==> src/rtl/mips_pkg.sv <==
//------------------------------------------------------------------------------
// Module : mips_pkg
// Brief  : Shared opcodes, controller state encodings and decode helpers.
// Rev    : 1.0
//------------------------------------------------------------------------------
`default_nettype none

package mips_pkg;

    typedef enum logic [2:0] {
        S_IF   = 3'b000,
        S_ID   = 3'b001,
        S_RR   = 3'b010,
        S_EX   = 3'b011,
        S_RWB  = 3'b100,
        S_HLT  = 3'b101,
        S_IDLE = 3'b111
    } state_t;

    localparam logic [3:0] OP_NOP  = 4'h0;
    localparam logic [3:0] OP_ADD  = 4'h1;
    localparam logic [3:0] OP_SUB  = 4'h2;
    localparam logic [3:0] OP_AND  = 4'h3;
    localparam logic [3:0] OP_OR   = 4'h4;
    localparam logic [3:0] OP_XOR  = 4'h5;
    localparam logic [3:0] OP_JMP  = 4'hC;
    localparam logic [3:0] OP_CMPJ = 4'hD;
    localparam logic [3:0] OP_HALT = 4'hF;

    // Control-flow and no-op instructions never commit RD.
    function automatic logic writes_rf(input logic [3:0] op);
        return !(op inside {OP_JMP, OP_CMPJ, OP_HALT, OP_NOP});
    endfunction

endpackage

`default_nettype wire

==> src/rtl/mips_pc_next.sv <==
//------------------------------------------------------------------------------
// Module : mips_pc_next
// Brief  : Combinational next-PC select: jump target, compare-branch, or PC+1.
// Rev    : 1.0
//------------------------------------------------------------------------------
`default_nettype none

module mips_pc_next
    import mips_pkg::*;
#(
    parameter int PC_W = 8
) (
    input  logic [PC_W-1:0] pc,
    input  logic [3:0]      opcode,
    input  logic [11:0]     field,
    input  logic            cmp_eq,
    output logic [PC_W-1:0] pc_next
);

    logic [PC_W-1:0] offset;
    logic [PC_W-1:0] jmp_target;

    always_comb begin
        offset     = {{(PC_W-4){field[11]}}, field[11:8]};
        jmp_target = PC_W'(field[7:0]);
        pc_next    = pc + PC_W'(1);
        if (opcode == OP_JMP) begin
            pc_next = jmp_target;
        end else if (opcode == OP_CMPJ && cmp_eq) begin
            pc_next = pc + offset;
        end
    end

endmodule

`default_nettype wire

==> src/rtl/mips_ctrl_fsm.sv <==
//------------------------------------------------------------------------------
// Module : mips_ctrl_fsm
// Brief  : Multi-cycle MIPS-style control FSM (IF/ID/RR/EX/RWB/HLT) with PC.
//          Optional retired-instruction counter under MIPS_CTRL_PERF_CNT_EN.
// Rev    : 1.0
//------------------------------------------------------------------------------
`default_nettype none

module mips_ctrl_fsm
    import mips_pkg::*;
#(
    parameter int              PC_W     = 8,
    parameter logic [PC_W-1:0] RESET_PC = '0
) (
    input  logic            clk,
    input  logic            reset_n,
    input  logic            start,
    output logic            instr_req,
    output logic [PC_W-1:0] instr_addr,
    input  logic            instr_valid,
    input  logic [15:0]     instr_data,
    input  logic [7:0]      RF_data_out0,
    input  logic [7:0]      RF_data_out1,
    output logic [3:0]      OPCODE,
    output logic [3:0]      RA,
    output logic [3:0]      RB,
    output logic [3:0]      RD,
    output logic [2:0]      current_state,
    output logic            rf_we,
    output logic            halted
`ifdef MIPS_CTRL_PERF_CNT_EN
    ,
    output logic [15:0]     retired_cnt
`endif
);

    state_t          state;
    logic [PC_W-1:0] pc;
    logic [PC_W-1:0] pc_next;
    logic [15:0]     ir;
    logic            cmp_eq;

    assign instr_addr    = pc;
    assign OPCODE        = ir[15:12];
    assign RD            = ir[11:8];
    assign RA            = ir[7:4];
    assign RB            = ir[3:0];
    assign current_state = state;

    mips_pc_next #(
        .PC_W    (PC_W)
    ) u_pc_next (
        .pc      (pc),
        .opcode  (ir[15:12]),
        .field   (ir[11:0]),
        .cmp_eq  (cmp_eq),
        .pc_next (pc_next)
    );

    // Outputs are registered alongside the state so they reflect the state entered.
    always_ff @(posedge clk or negedge reset_n) begin
        if (!reset_n) begin
            state     <= S_IDLE;
            pc        <= RESET_PC;
            ir        <= 16'h0000;
            cmp_eq    <= 1'b0;
            instr_req <= 1'b0;
            rf_we     <= 1'b0;
            halted    <= 1'b0;
        end else begin
            case (state)
                S_IDLE: begin
                    if (start) begin
                        state     <= S_IF;
                        instr_req <= 1'b1;
                    end
                end
                S_IF: begin
                    if (instr_valid) begin
                        ir        <= instr_data;
                        state     <= S_ID;
                        instr_req <= 1'b0;
                    end
                end
                S_ID: state <= S_RR;
                S_RR: state <= S_EX;
                S_EX: begin
                    cmp_eq <= (RF_data_out0 == RF_data_out1);
                    if (ir[15:12] == OP_HALT) begin
                        state  <= S_HLT;
                        halted <= 1'b1;
                    end else begin
                        state  <= S_RWB;
                        rf_we  <= writes_rf(ir[15:12]);
                    end
                end
                S_RWB: begin
                    state     <= S_IF;
                    pc        <= pc_next;
                    rf_we     <= 1'b0;
                    instr_req <= 1'b1;
                end
                S_HLT: state <= S_HLT;
                default: begin
                    state     <= S_IDLE;
                    instr_req <= 1'b0;
                    rf_we     <= 1'b0;
                end
            endcase
        end
    end

`ifdef MIPS_CTRL_PERF_CNT_EN
    logic retire;

    assign retire = (state == S_RWB) || (state == S_EX && ir[15:12] == OP_HALT);

    always_ff @(posedge clk or negedge reset_n) begin
        if (!reset_n) begin
            retired_cnt <= 16'h0000;
        end else if (retire && retired_cnt != 16'hFFFF) begin
            retired_cnt <= retired_cnt + 16'h0001;
        end
    end
`endif

endmodule

`default_nettype wire

==> config.mk <==
export PLATFORM = sky130hd
export DESIGN_NAME = mips_ctrl_fsm
export DESIGN_NICKNAME = d
export VERILOG_FILES = /design/src/rtl/mips_pkg.sv /design/src/rtl/mips_pc_next.sv /design/src/rtl/mips_ctrl_fsm.sv
export SDC_FILE = /design/constraint.sdc
export NUM_CORES = 1
export LEC_CHECK = 0
export ABC_AREA = 0
export CAP_MARGIN = 5
export CELL_PAD_IN_SITES_DETAIL_PLACEMENT = 1
export CELL_PAD_IN_SITES_GLOBAL_PLACEMENT = 1
export CORE_MARGIN = 4
export CORE_UTILIZATION = 45
export CTS_CLUSTER_DIAMETER = 200
export CTS_CLUSTER_SIZE = 25
export DETAILED_ROUTE_END_ITERATION = 7
export DONT_BUFFER_PORTS = 1
export HOLD_SLACK_MARGIN = 0.15
export PLACE_DENSITY_LB_ADDON = 0.1
export SYNTH_ARGS = -nofsm -noshare
export SYNTH_HDL_FRONTEND = slang
export SYNTH_SLANG_ARGS = --single-unit
==> constraint.sdc <==
create_clock -name clk -period 5.93 [get_ports clk]
set_input_delay 1.779 -clock clk [delete_from_list [all_inputs] [get_ports clk]]
set_output_delay 1.779 -clock clk [all_outputs]
set_load 0.1 [all_outputs]
== Word-level counts from Yosys, hierarchy flattened ==
Index checks and enable logic that the tools add are counted.
Widths: inputs -> output; s select.

* Flip-flop bits (word level): 31
* Bits of input ports: 36
* Output and inout bits: 30
* Word-level logic and storage cells: 47

* Add/sub/neg operators: 2
* Equal/unequal tests: 13
* Muxes and demuxes: 11
* Bitwise gates (word level): 2
* Reductions and logical operators: 12

{| class="wikitable"
|+ Operator list
! cell !! number
|-
| $pmux 3 s7 || 1
|-
| $mux 8 || 2
|-
| $eq 4x4->1 const B || 3
|-
| $eq 3x3->1 const B || 3
|-
| $add 8x1->8 const B || 1
|-
| $add 8x8->8 || 1
|-
| $eq 8x8->1 || 1
|-
| $reduce_and 2->1 || 4
|-
| $eq 3x2->1 const B || 2
|-
| $mux 3 || 2
|-
| $ne 2x2->1 const B || 3
|-
| $reduce_or 5->1 || 1
|-
| $logic_not 4->1 || 1
|-
| $mux 1 || 4
|-
| $pmux 1 s4 || 1
|-
| $reduce_bool 4->1 || 1
|-
| $reduce_or 4->1 || 1
|-
| $eq 3x1->1 const B || 1
|-
| $logic_not 3->1 || 1
|-
| $reduce_and 3->1 || 1
|-
| $not 1->1 || 2
|-
| $pmux 1 s2 || 1
|-
| $logic_and 1x1->1 || 1
|-
| $logic_not 1->1 || 1
|}

== Depth between registers and ports, before layout ==
* Depth in word-level cells: 5
* Mapped depth: 10
* Gate-level depth less buffers: 10

== Cells and area by module ==
A second synthesis with hierarchy kept.

* Cells, all modules: 159
* Area total of the unflattened synthesis: 1,801.7 µm²

{| class="wikitable"
|+ Modules (own cells, without submodules)
! module !! times used !! cells each !! area each (µm²) !! seq. area each (µm²)
|-
| mips_ctrl_fsm || 1 || 101 || 1,382.6 || 779.5
|-
| mips_pc_next || 1 || 58 || 419.2 || 0.0
|}

== Worst setup path before layout ==
No wires, ideal clock.

* Kind: reg-to-reg
* Start: reg ir[12]
* End: reg pc[6], in the netlist instr_addr[6]
* Library setup time: 0.127 ns
* Arrival time: 2.847 ns
* Required time: 5.803 ns
* Slack: 2.956 ns
* Cell stages (with the launch flop): 10
* Path buffers: 0
* Period minus slack after synthesis: 2.974 ns
* Path through: dfrtp_1 > nand3_1 > nor2_1 > nand2_1 > fa_1 > nor2b_1 > o211ai_1 > o2bb2ai_1 > mux2i_1 > a221o_1

* Word-level cells in the longest chain between the ends: 4
* Elaborated cells on any way between the ends: 5
* Those cells by class: eq/ne (2); mux (2); reduce/logical (1)

{| class="wikitable"
|+ Ends and longest elaborated chain
! what !! RTL line !! source
|-
| start: declaration || mips_ctrl_fsm.sv:40 || <nowiki>logic [15:0] ir;</nowiki>
|-
| start signal: assignment || mips_ctrl_fsm.sv:80 || <nowiki>ir <= instr_data;</nowiki>
|-
| $eq 4x4->1 || mips_pc_next.sv:29 || <nowiki>end else if (opcode == OP_CMPJ && cmp_eq) begin</nowiki>
|-
| $logic_and 1x1->1 || mips_pc_next.sv:29 ||
|-
| $mux 8 || mips_pc_next.sv:29 ||
|-
| $mux 8 (*) || mips_pc_next.sv:27 || <nowiki>if (opcode == OP_JMP) begin</nowiki>
|-
| end signal: assignment || mips_ctrl_fsm.sv:99 || <nowiki>pc <= pc_next;</nowiki>
|-
| end: declaration || mips_ctrl_fsm.sv:38 || <nowiki>logic [PC_W-1:0] pc;</nowiki>
|}

Every way passes the cells marked *; elsewhere a longest branch is shown, timed or not.
A chain may end at the register's enable or synchronous reset.

== Final worst setup path ==
* Start: reg ir[12]
* End: reg pc[5], in the netlist instr_addr[5]

Same word-level chain as after synthesis.

==> summary.txt <==
Status -> completed
Final setup TNS -> 0 ns
Crit path DAT -> 3.57 ns
Vias in the first global route -> 1,373
Hold Path End -> cmp_eq$_DFFE_PN0P_
Multi-input logic area -> 877 um^2
Layout cells sized above 1 -> 10.5%
Overall die width -> 69.5 um
Via/cell ratio -> 5.90
GP Congestion -> 0.854
GRT Util Overall -> 17.6%
Most common cell in the netlist -> dfrtp_1
RR Endpoint -> instr_addr[5]$_DFFE_PN0P_
Yosys cell types -> 39
CTS resizes -> 0
Sequential share of the synthesized area -> 45.7%
CTS max path bufs -> 2
Achievable Freq -> 293 MHz
Final Instance Area -> 1830 um^2
Initial core utilization -> 46.5%
Ys flop type -> dfrtp_1
Post-DP Area -> 1750 um^2
Post-synth ARST share -> 100%
Worst path max stage delay -> 1.02 ns
Largest net degree at the start of global routing -> 32
Worst skew pair latency -> 0.29 ns
Crit Path Class -> reg -> reg
Total grt overflow -> 0
Fin. Hold Viols -> 0
Crit-path max FO -> 7
Final core occ -> 50.0%
Post-DR wirelength/cell -> 18.5 um
Final #Nets -> 210
Ports -> 66
Slew @ Worst Pin -> 1.13 ns
Row cnt -> 22
Die H -> 69.5 um
Max-cap violation count -> 0
Reg clk slew, reported paths -> 0.07 ns
Syn_nets -> 207
Crit end category -> flip-flop
Final setup violation count -> 0
Worst Hold Class -> reg -> reg
CTS Buf Count -> 5
Synth top area cells -> dfrtp_1, mux2_1, dfstp_2, xnor2_1, nand2_1
Initial antenna violation count -> 0
CP cell instances -> nand3_1 > nor2_1 > nand2_1 > inv_1 > ha_1 > a21o_1 > a21oi_1 > nor4b_1 > or3_1 > nand3_1
Final Skew -> 0.00586 ns
Drt first pass iters -> 4
CTS tree -> built
Hold Buf Count CTS -> 0
Critical R2R Launch -> ir[12]$_DFFE_PN0P_
FF/Latch Area -> 779 um^2
Top cell by count, worst path -> nand3_1
Required @ worst endpoint -> 6.09 ns
Register bit total from synthesis -> 31
Pre-CTS setup slack -> 2.55 ns
EDFF count, synth -> 0
PortBufs -> 0
Period utilization -> 57.5%
Detail Route Antenna Nets -> 0
Most frequent cells after synthesis -> dfrtp_1, nand2_1, mux2_1
Layout area overhead -> 7.42%
Pins Over Slew Limit -> 0
Detailed-placement wirelength estimate -> 3130 um
Worst setup margin -> 2.52 ns
Area leader, netlist -> dfrtp_1
Htree depth -> 2
Max stage delay cell, worst path -> dfrtp_1
Syn Inst Count -> 167
Routed vias -> 1,293
Synth Area per Inst -> 10.2 um^2
Warning count from the yosys run -> 0
Antenna Cells -> 0
Post-route DRC -> 0
Final Critical Period -> 3.41 ns
Post-synth top area share -> 41.1%
FF-to-FF setup slack -> 2.52 ns
Layout filler cell count -> 395
Hold depth -> 2
Slew Limit Headroom -> 25.0%
Post-synthesis cell area -> 1700 um^2
Critical Path Source Type -> flip-flop
Die area -> 4840 um^2
FF-to-FF path depth -> 10
Drt total wl -> 4050 um
Placeable Area -> 3660 um^2
Post-CTS Setup Inserts -> 0
Starting DRC count in detailed routing -> 35
RSZ-0062 raised after global routing -> false
First-pass GRT wire length -> 6810 um
Clock root buffer -> clkbuf_8
Clock sinks -> 31
Hold path start -> cmp_eq$_DFFE_PN0P_
[worst max-delay path by stage]
stage                             startpoint                        end  slack [ns]  cells after the start
after floorplan           ir[12]$_DFFE_PN0P_  instr_addr[6]$_DFFE_PN0P_        2.96                      9
after global placement    ir[12]$_DFFE_PN0P_  instr_addr[5]$_DFFE_PN0P_        2.73                     10
after detailed placement  ir[12]$_DFFE_PN0P_  instr_addr[5]$_DFFE_PN0P_        2.55                     10
after CTS                 ir[12]$_DFFE_PN0P_  instr_addr[5]$_DFFE_PN0P_        2.53                     10
after global routing      ir[12]$_DFFE_PN0P_  instr_addr[5]$_DFFE_PN0P_        2.26                     10
final                     ir[12]$_DFFE_PN0P_  instr_addr[5]$_DFFE_PN0P_        2.52                     10
[area by class of cell]
| class | instances | share of cell area, % |
|---|---|---|
| multi-input cells | 125 | 47.9 |
| flip-flops and latches | 31 | 42.6 |
| clock buffers | 5 | 3.76 |
| well taps | 48 | 3.28 |
| inverters | 6 | 1.23 |
| clock inverters | 3 | 0.820 |
| repair buffers | 1 | 0.410 |
[critical path, delay by kind of cell, from the launching register on]
kind	cells	cell delay, ns
fa+ha+maj	1	0.22
compound gates	2	0.55
simple gates	6	1.38
flops	1	1.02
buf+inv	1	0.11
[cell usage in the layout, fill, tap and decap left out, types with 4 or more instances in the layout]
master,instances
nor2_1,10
nand2_1,15
dfrtp_1,28
nor3_1,7
o21ai_0,8
mux2_1,11
nand3_1,4
or3_1,7
inv_1,6
xnor2_1,9
mux2_2,4
a21oi_1,8
clkbuf_8,5
[kinds of logic (layout without fill, tap and decap cells)]
kind of cell	after synthesis	after routing	share of synthesized area, %
DFF	31	31	45.7
muxes	18	18	11.7
adders and majority gates	4	4	3.38
AOI/OAI and AO/OA	33	33	12.2
and+or+nand+nor	61	61	19.6
buffers and inverters	11	15	2.79
xor gates and xnor gates	9	9	4.63
[state kept, by name, summed over array words and instances (netlist names)]
name	cells
rf_we	1
halted	1
ir	16
cmp_eq	1
instr_addr	8
instr_req	1
current_state	3
[stage by stage]
step | hold WS [ns] | instances
2_1_floorplan | 0.464 | 167
3_3_place_gp | 0.505 | 211
3_5_place_dp | 0.520 | 211
4_1_cts | 0.531 | 219
5_1_grt | 0.577 | 219
6_report | 0.535 | 219
[per-layer routing]
metal | GRT usage [%] | vias to the layer above | wire (um)
met4 | 6.51 | 0 | 62
li1 | - | 605 | -
met2 | 28.3 | 46 | 1980
met1 | 21.6 | 635 | 1720
met5 | 0 | - | 0
met3 | 6.67 | 7 | 295
Power is left out: the tool's default activity adds up to more than one toggle a clock period on the data nets, which glitch-free logic cannot reach.
